<file path="src/rtl/br_issue_queue_pkg.sv">
// Shared types and sizing constants for the branch issue queue and its branch FU interface.
package br_issue_queue_pkg;

    localparam int unsigned BR_IQ_DEPTH  = 8;
    localparam int unsigned BR_CDB_WIDTH = 4;
    localparam int unsigned BR_PHY_W     = 6;

    typedef enum logic [3:0] {
        BrOpBeq,
        BrOpBne,
        BrOpBlt,
        BrOpBge,
        BrOpBltu,
        BrOpBgeu,
        BrOpJal,
        BrOpJalr,
        BrOpAuipc
    } br_op_e;

    typedef struct packed {
        br_op_e                op;
        logic [31:0]           pc;
        logic [31:0]           imm;
        logic [BR_PHY_W-1:0]   rd_phy;
        logic [31:0]           rs1_value;
        logic [31:0]           rs2_value;
    } fu_br_reg_t;

    typedef struct packed {
        logic                  valid;
        fu_br_reg_t            payload;
        logic [BR_PHY_W-1:0]   rs1_phy;
        logic [BR_PHY_W-1:0]   rs2_phy;
        logic                  rs1_rdy;
        logic                  rs2_rdy;
    } br_iq_entry_t;

endpackage

</file>
<file path="src/rtl/br_iq_wakeup_match.sv">
// Compares one physical register index against every CDB wakeup port.
module br_iq_wakeup_match
    import br_issue_queue_pkg::*;
#(
    parameter int unsigned CDB_WIDTH = BR_CDB_WIDTH,
    parameter int unsigned PHY_W     = BR_PHY_W
) (
    input  logic [PHY_W-1:0]           phy,
    input  logic [CDB_WIDTH-1:0]       cdb_valid,
    input  logic [CDB_WIDTH*PHY_W-1:0] cdb_rd_phy,
    output logic                       hit
);

    always_comb begin
        hit = 1'b0;
        for (int i = 0; i < CDB_WIDTH; i++) begin
            if (cdb_valid[i] && (cdb_rd_phy[i*PHY_W +: PHY_W] == phy)) begin
                hit = 1'b1;
            end
        end
    end

endmodule

</file>
<file path="src/rtl/br_issue_queue.sv">
// In-order issue queue for branch-class uops feeding the branch FU.
// Optional perf counters are enabled by defining BR_ISSUE_QUEUE_PERF_EN.
module br_issue_queue
    import br_issue_queue_pkg::*;
#(
    parameter int unsigned DEPTH     = BR_IQ_DEPTH,
    parameter int unsigned CDB_WIDTH = BR_CDB_WIDTH,
    parameter int unsigned PHY_W     = BR_PHY_W
) (
    input  logic                       clk,
    input  logic                       rst,
    input  logic                       dispatch_valid,
    output logic                       dispatch_ready,
    input  fu_br_reg_t                 dispatch_uop,
    input  logic [PHY_W-1:0]           dispatch_rs1_phy,
    input  logic [PHY_W-1:0]           dispatch_rs2_phy,
    input  logic                       dispatch_rs1_rdy,
    input  logic                       dispatch_rs2_rdy,
    input  logic [CDB_WIDTH-1:0]       cdb_valid,
    input  logic [CDB_WIDTH*PHY_W-1:0] cdb_rd_phy,
    output logic [PHY_W-1:0]           prf_rs1_phy,
    output logic [PHY_W-1:0]           prf_rs2_phy,
    input  logic [31:0]                prf_rs1_value,
    input  logic [31:0]                prf_rs2_value,
    output logic                       br_rs_valid,
    input  logic                       fu_br_ready,
    output fu_br_reg_t                 fu_br_reg_in,
    input  logic                       flush
`ifdef BR_ISSUE_QUEUE_PERF_EN
    ,
    output logic [31:0]                perf_full_stall_cnt,
    output logic [31:0]                perf_operand_stall_cnt
`endif
);

    localparam int unsigned IDX_W = $clog2(DEPTH);
    localparam int unsigned PTR_W = IDX_W + 1;

    br_iq_entry_t     entries_q [DEPTH];
    br_iq_entry_t     entries_d [DEPTH];
    br_iq_entry_t     head_entry;
    br_iq_entry_t     new_entry;
    logic [PTR_W-1:0] head_q, head_d;
    logic [PTR_W-1:0] tail_q, tail_d;
    logic [IDX_W-1:0] head_idx, tail_idx;
    logic             full;
    logic             head_rdy;
    logic             issue_fire;
    logic             dispatch_fire;
    logic [DEPTH-1:0] rs1_hit, rs2_hit;
    logic             disp_rs1_hit, disp_rs2_hit;

    assign head_idx = head_q[IDX_W-1:0];
    assign tail_idx = tail_q[IDX_W-1:0];
    assign full     = (head_idx == tail_idx) && (head_q[IDX_W] != tail_q[IDX_W]);

    for (genvar g = 0; g < DEPTH; g++) begin : g_entry_match
        br_iq_wakeup_match #(
            .CDB_WIDTH (CDB_WIDTH),
            .PHY_W     (PHY_W)
        ) u_rs1_match (
            .phy        (entries_q[g].rs1_phy),
            .cdb_valid  (cdb_valid),
            .cdb_rd_phy (cdb_rd_phy),
            .hit        (rs1_hit[g])
        );
        br_iq_wakeup_match #(
            .CDB_WIDTH (CDB_WIDTH),
            .PHY_W     (PHY_W)
        ) u_rs2_match (
            .phy        (entries_q[g].rs2_phy),
            .cdb_valid  (cdb_valid),
            .cdb_rd_phy (cdb_rd_phy),
            .hit        (rs2_hit[g])
        );
    end

    br_iq_wakeup_match #(
        .CDB_WIDTH (CDB_WIDTH),
        .PHY_W     (PHY_W)
    ) u_disp_rs1_match (
        .phy        (dispatch_rs1_phy),
        .cdb_valid  (cdb_valid),
        .cdb_rd_phy (cdb_rd_phy),
        .hit        (disp_rs1_hit)
    );

    br_iq_wakeup_match #(
        .CDB_WIDTH (CDB_WIDTH),
        .PHY_W     (PHY_W)
    ) u_disp_rs2_match (
        .phy        (dispatch_rs2_phy),
        .cdb_valid  (cdb_valid),
        .cdb_rd_phy (cdb_rd_phy),
        .hit        (disp_rs2_hit)
    );

    assign head_entry     = entries_q[head_idx];
    assign head_rdy       = head_entry.valid && head_entry.rs1_rdy && head_entry.rs2_rdy;
    assign br_rs_valid    = head_rdy && !flush;
    assign issue_fire     = br_rs_valid && fu_br_ready;
    assign dispatch_ready = !full;
    assign dispatch_fire  = dispatch_valid && !full && !flush;
    assign prf_rs1_phy    = head_entry.rs1_phy;
    assign prf_rs2_phy    = head_entry.rs2_phy;

    always_comb begin
        fu_br_reg_in           = head_entry.payload;
        fu_br_reg_in.rs1_value = prf_rs1_value;
        fu_br_reg_in.rs2_value = prf_rs2_value;
    end

    // p0 is hardwired zero, and a same-cycle CDB broadcast must not be missed.
    always_comb begin
        new_entry                   = '0;
        new_entry.valid             = 1'b1;
        new_entry.payload           = dispatch_uop;
        new_entry.payload.rs1_value = '0;
        new_entry.payload.rs2_value = '0;
        new_entry.rs1_phy           = dispatch_rs1_phy;
        new_entry.rs2_phy           = dispatch_rs2_phy;
        new_entry.rs1_rdy           = dispatch_rs1_rdy || (dispatch_rs1_phy == '0) || disp_rs1_hit;
        new_entry.rs2_rdy           = dispatch_rs2_rdy || (dispatch_rs2_phy == '0) || disp_rs2_hit;
    end

    always_comb begin
        entries_d = entries_q;
        head_d    = head_q;
        tail_d    = tail_q;
        if (flush) begin
            for (int i = 0; i < DEPTH; i++) begin
                entries_d[i].valid = 1'b0;
            end
            head_d = '0;
            tail_d = '0;
        end else begin
            for (int i = 0; i < DEPTH; i++) begin
                if (entries_q[i].valid) begin
                    if (rs1_hit[i]) entries_d[i].rs1_rdy = 1'b1;
                    if (rs2_hit[i]) entries_d[i].rs2_rdy = 1'b1;
                end
            end
            if (issue_fire) begin
                entries_d[head_idx].valid = 1'b0;
                head_d = head_q + PTR_W'(1);
            end
            // Not full, so the tail slot never aliases the issuing head slot.
            if (dispatch_fire) begin
                entries_d[tail_idx] = new_entry;
                tail_d = tail_q + PTR_W'(1);
            end
        end
    end

    always_ff @(posedge clk or posedge rst) begin
        if (rst) begin
            head_q <= '0;
            tail_q <= '0;
            for (int i = 0; i < DEPTH; i++) begin
                entries_q[i] <= '0;
            end
        end else begin
            head_q    <= head_d;
            tail_q    <= tail_d;
            entries_q <= entries_d;
        end
    end

`ifdef BR_ISSUE_QUEUE_PERF_EN
    always_ff @(posedge clk or posedge rst) begin
        if (rst) begin
            perf_full_stall_cnt    <= '0;
            perf_operand_stall_cnt <= '0;
        end else begin
            if (dispatch_valid && full && (perf_full_stall_cnt != '1)) begin
                perf_full_stall_cnt <= perf_full_stall_cnt + 32'd1;
            end
            if (head_entry.valid && !(head_entry.rs1_rdy && head_entry.rs2_rdy) &&
                (perf_operand_stall_cnt != '1)) begin
                perf_operand_stall_cnt <= perf_operand_stall_cnt + 32'd1;
            end
        end
    end
`endif

endmodule

</file>
<file path="config.mk">
export PLATFORM = sky130hd
export DESIGN_NAME = br_issue_queue
export DESIGN_NICKNAME = d
export VERILOG_FILES = /design/src/rtl/br_issue_queue_pkg.sv /design/src/rtl/br_iq_wakeup_match.sv /design/src/rtl/br_issue_queue.sv
export SDC_FILE = /design/constraint.sdc
export NUM_CORES = 2
export LEC_CHECK = 0
export ABC_AREA = 1
export CORE_MARGIN = 8
export CORE_UTILIZATION = 55
export CTS_CLUSTER_DIAMETER = 60
export CTS_CLUSTER_SIZE = 10
export DETAILED_ROUTE_END_ITERATION = 16
export DONT_BUFFER_PORTS = 1
export GPL_TIMING_DRIVEN = 0
export PLACE_DENSITY_LB_ADDON = 0.05
export SLEW_MARGIN = 20
export SYNTH_ARGS = -nofsm -noshare
export SYNTH_HDL_FRONTEND = slang
export SYNTH_SLANG_ARGS = --single-unit
</file>
<file path="constraint.sdc">
create_clock -name clk -period 53.8 [get_ports clk]
set_input_delay 10.76 -clock clk [delete_from_list [all_inputs] [get_ports clk]]
set_output_delay 10.76 -clock clk [all_outputs]
set_load 0.05 [all_outputs]
</file>
==> flow_summary_export.csv <==
group,metric,value,unit
timing,finalSetupViolCount,0,
synth,synth_compound_area_share,17.2,%
clocking,htreeDepth,3,
timing,worstMarginPinSlew,1350,ps
die,die_y,285,um
detailed_routing,drc,0,
clocking,post_cts_buffers,0,
power_and_ir_drop,power_density,37.4,mW/mm^2
detailed_routing,drt_iter0_drc,6352,
timing,fin_tns_setup,0,ps
timing,hold_violations,0,
die,initial_utilization,55.5,%
global_route,grt_usage,42.8,%
placed_design,routabilityCongestion,1.13,
clocking,clockBufferDepth,3,
die,die_width,285,um
synth,synthXorXnorAreaFrac,0.751,%
setup_path,cpMaxStageDelayCell,"nor4_2",
global_route,gr-total-overflow,0,
clocking,cts_tree,"done",
setup_path,r2r-end,"entries_q[305]",
detailed_routing,wl_per_cell,26.4,um
setup_path,timing.rr.start,"head_q[1]",
timing,worst_slack,31180,ps
clocking,ctsResizeCount,0,
global_route,grt_pass1_wl,260000,um
detailed_routing,ant_nets,0,
clocking,cts_root_buf,"clkbuf_16",
synth,postSynthCellCount,5694,
placed_design,pre_cts_slack,31210,ps
timing,fin_crit,22620,ps
setup_path,crit_path_end_kind,"primary output",
power_and_ir_drop,vdd_drop_max,39.0,uV
cells_and_area,fin_nets,6045,
clocking,cts_sinks,720,
timing,relSlewSlack,9.80,%
worst_hold_path,min_to,"entries_q[607]",
global_route,grt_max_degree,95,
die,die_area,0.0809,mm^2
flow_run,drv_cap,0,
synth,synth_top_family_by_area,"simple AND/OR/NAND/NOR gates",
synth,synth_warnings,0,
synth,synthDistinctLibCells,30,
die,ioPinCount,401,
detailed_routing,drt-pass1-iter-count,6,
die,core_area,0.0715,mm^2
setup_path,worstPathArrival,11860,ps
clocking,clk_latency,670,ps
worst_hold_path,min_delay_path_depth,2,
detailed_routing,vias,41600,
setup_path,crit_chain,"inv_1, buf_2, nand2_1, nor4_2, buf_6",
timing,fmax,44.2,MHz
global_route,grt_pass1_vias,39100,
power_and_ir_drop,leakagePower,21.7,nW
setup_path,r2r_slack,50840,ps
cells_and_area,drive_gt1_share,6.61,%
setup_path,cp-start-kind,"primary input",
synth,synthSimpleGateAreaFrac,28.1,%
clocking,hold_buffers,0,
timing,rsz0062_at_grt,"false",
die,num_rows,98,
placed_design,dp_hpwl,127000,um
global_route,antenna_found_initial,9,
placed_design,dp_cells,6655,
timing,finalCritPeriodShare,42.1,%
setup_path,cpPeakStageDelay,420,ps
synth,synthesis.area,0.0397,mm^2
clocking,cts-buffers-inserted,85,
synth,ys_ff_latch,720,
synth,synth.avg_cell_area,6.96,um^2
cells_and_area,final_cells,6763,
synth,syn_nets,5945,
setup_path,critPathKind,"primary input to primary output",
setup_path,r2r_cells,7,
worst_hold_path,min-delay-start,"entries_q[607]",
placed_design,portBuffers,0,
synth,yosysSeqAreaShare,45.4,%
setup_path,cp_max_fo,10,
clocking,path_clk_slew,50,ps
detailed_routing,vias_per_cell,6.14,
setup_path,required,43040,ps
cells_and_area,syn2layout_area_growth,10.5,%
worst_hold_path,hp-class,"register to register",
synth,synthMuxAreaShare,0,%
status,status,"finished, final reports clean",
timing,drv_slew,0,
synth,synth_fa_ha_area_share,0.0631,%
detailed_routing,wl,178000,um
timing,fin_skew,37.4,ps
==> cells in the final DEF, fill, tap and decap left out, drive strengths merged <==
cell	count
a21oi	131
buf	204
bufinv	1
clkbuf	346
clkinv	20
clkinvlp	2
dfrtp	720
diode	6
ha	2
inv	315
nand2	1916
nand3	82
nand4	34
nor2	852
nor3	12
nor4	1
o2111ai	74
o211ai	1
o21ai	1055
o21bai	2
o22ai	3
xnor2	23
xor2	11
==> power by group <==
part	internal (mW)	switching (mW)
combinational	0.109	0.311
sequential	0.632	0.0681
clock	0.290	0.230
total	1.03	0.609
==> worst max-delay path by stage <==
| stage | start | to | slack, ps | cells after the start |
|---|---|---|---|---|
| after detailed placement | flush | br_rs_valid | 31210 | 5 |
| after floorplan | rst | entries_q[0] | 22840 | 1 |
| after CTS | flush | br_rs_valid | 31200 | 5 |
| final | flush | br_rs_valid | 31180 | 5 |
| after global placement | rst | entries_q[451] | 15040 | 1 |
| after global routing | flush | br_rs_valid | 31120 | 5 |
==> sequential cells by signal, indices dropped and copies added, names as in the netlist <==
name,cells
head_q,4
tail_q,4
entries_q,712
==> per-layer routing <==
layer / vias to the layer above / wire length (um) / GRT usage, %
met2: 2987 / 75200 / 63.2
met3: 773 / 22500 / 12.3
met5: - / 15 / 0
met4: 2 / 15100 / 29.6
met1: 19500 / 65500 / 54.1
li1: 18300 / - / -
==> final cells by class <==
cell class	instances	area, um^2
fill	6624	27700
multi-input combinational	4199	18500
sequential	720	18000
buffer	450	2150
clock buffer	87	2140
inverter	325	1230
tap	950	1190
timing repair buffer	13	293
clock inverter	13	246
antenna	6	15.0
==> logic make-up after synthesis <==
kind of cell    Yosys count
simple gates           2897
compound gates         1266
buf+inv                 775
flops                   720
xor+xnor                 34
fa+ha+maj                 2
==> cells in the mapped netlist <==
library cell | number | area [um^2]
nand2_1 | 1915 | 7190
o21ai_0 | 967 | 4840
nor2_1 | 844 | 3170
dfrtp_1 | 720 | 18000
inv_1 | 307 | 1150
clkbuf_1 | 258 | 968
a21oi_1 | 131 | 656
nand3_1 | 81 | 405
o2111ai_1 | 74 | 648
buf_2 | 69 | 345
buf_4 | 68 | 510
o21ai_2 | 50 | 438
buf_1 | 41 | 154
o21ai_1 | 38 | 190
nand4_1 | 30 | 188
xnor2_1 | 23 | 201
buf_6 | 14 | 158
clkinv_1 | 14 | 52.6
nor3_1 | 12 | 60.1
xor2_1 | 11 | 96.3
nor2_2 | 8 | 50.1
inv_2 | 4 | 15.0
nand4_2 | 4 | 50.1
o22ai_1 | 3 | 18.8
ha_1 | 2 | 25.0
o21bai_1 | 2 | 15.0
nand2_4 | 1 | 11.3
nand3_4 | 1 | 17.5
nor4_1 | 1 | 6.26
o211ai_1 | 1 | 7.51
==> critical path: cells and delay by family <==
| family | cells | cell delay, ps |
|---|---|---|
| simple gates | 2 | 540 |
| buf+inv | 3 | 550 |
==> per-stage QoR <==
step                      hold slack [ps]  instance area (um^2)  util (%)  total power [mW]
after floorplan                       444                 39700         -             0.985
after global placement                456                 40800      57.1              1.10
after detailed placement              460                 41300      57.8              1.11
after CTS                             476                 43700      61.2              1.62
after global routing                  489                 43800      61.3              1.70
final                                 474                 43800      61.3              1.64
No activity file was read; power rests on OpenSTA's default activity.
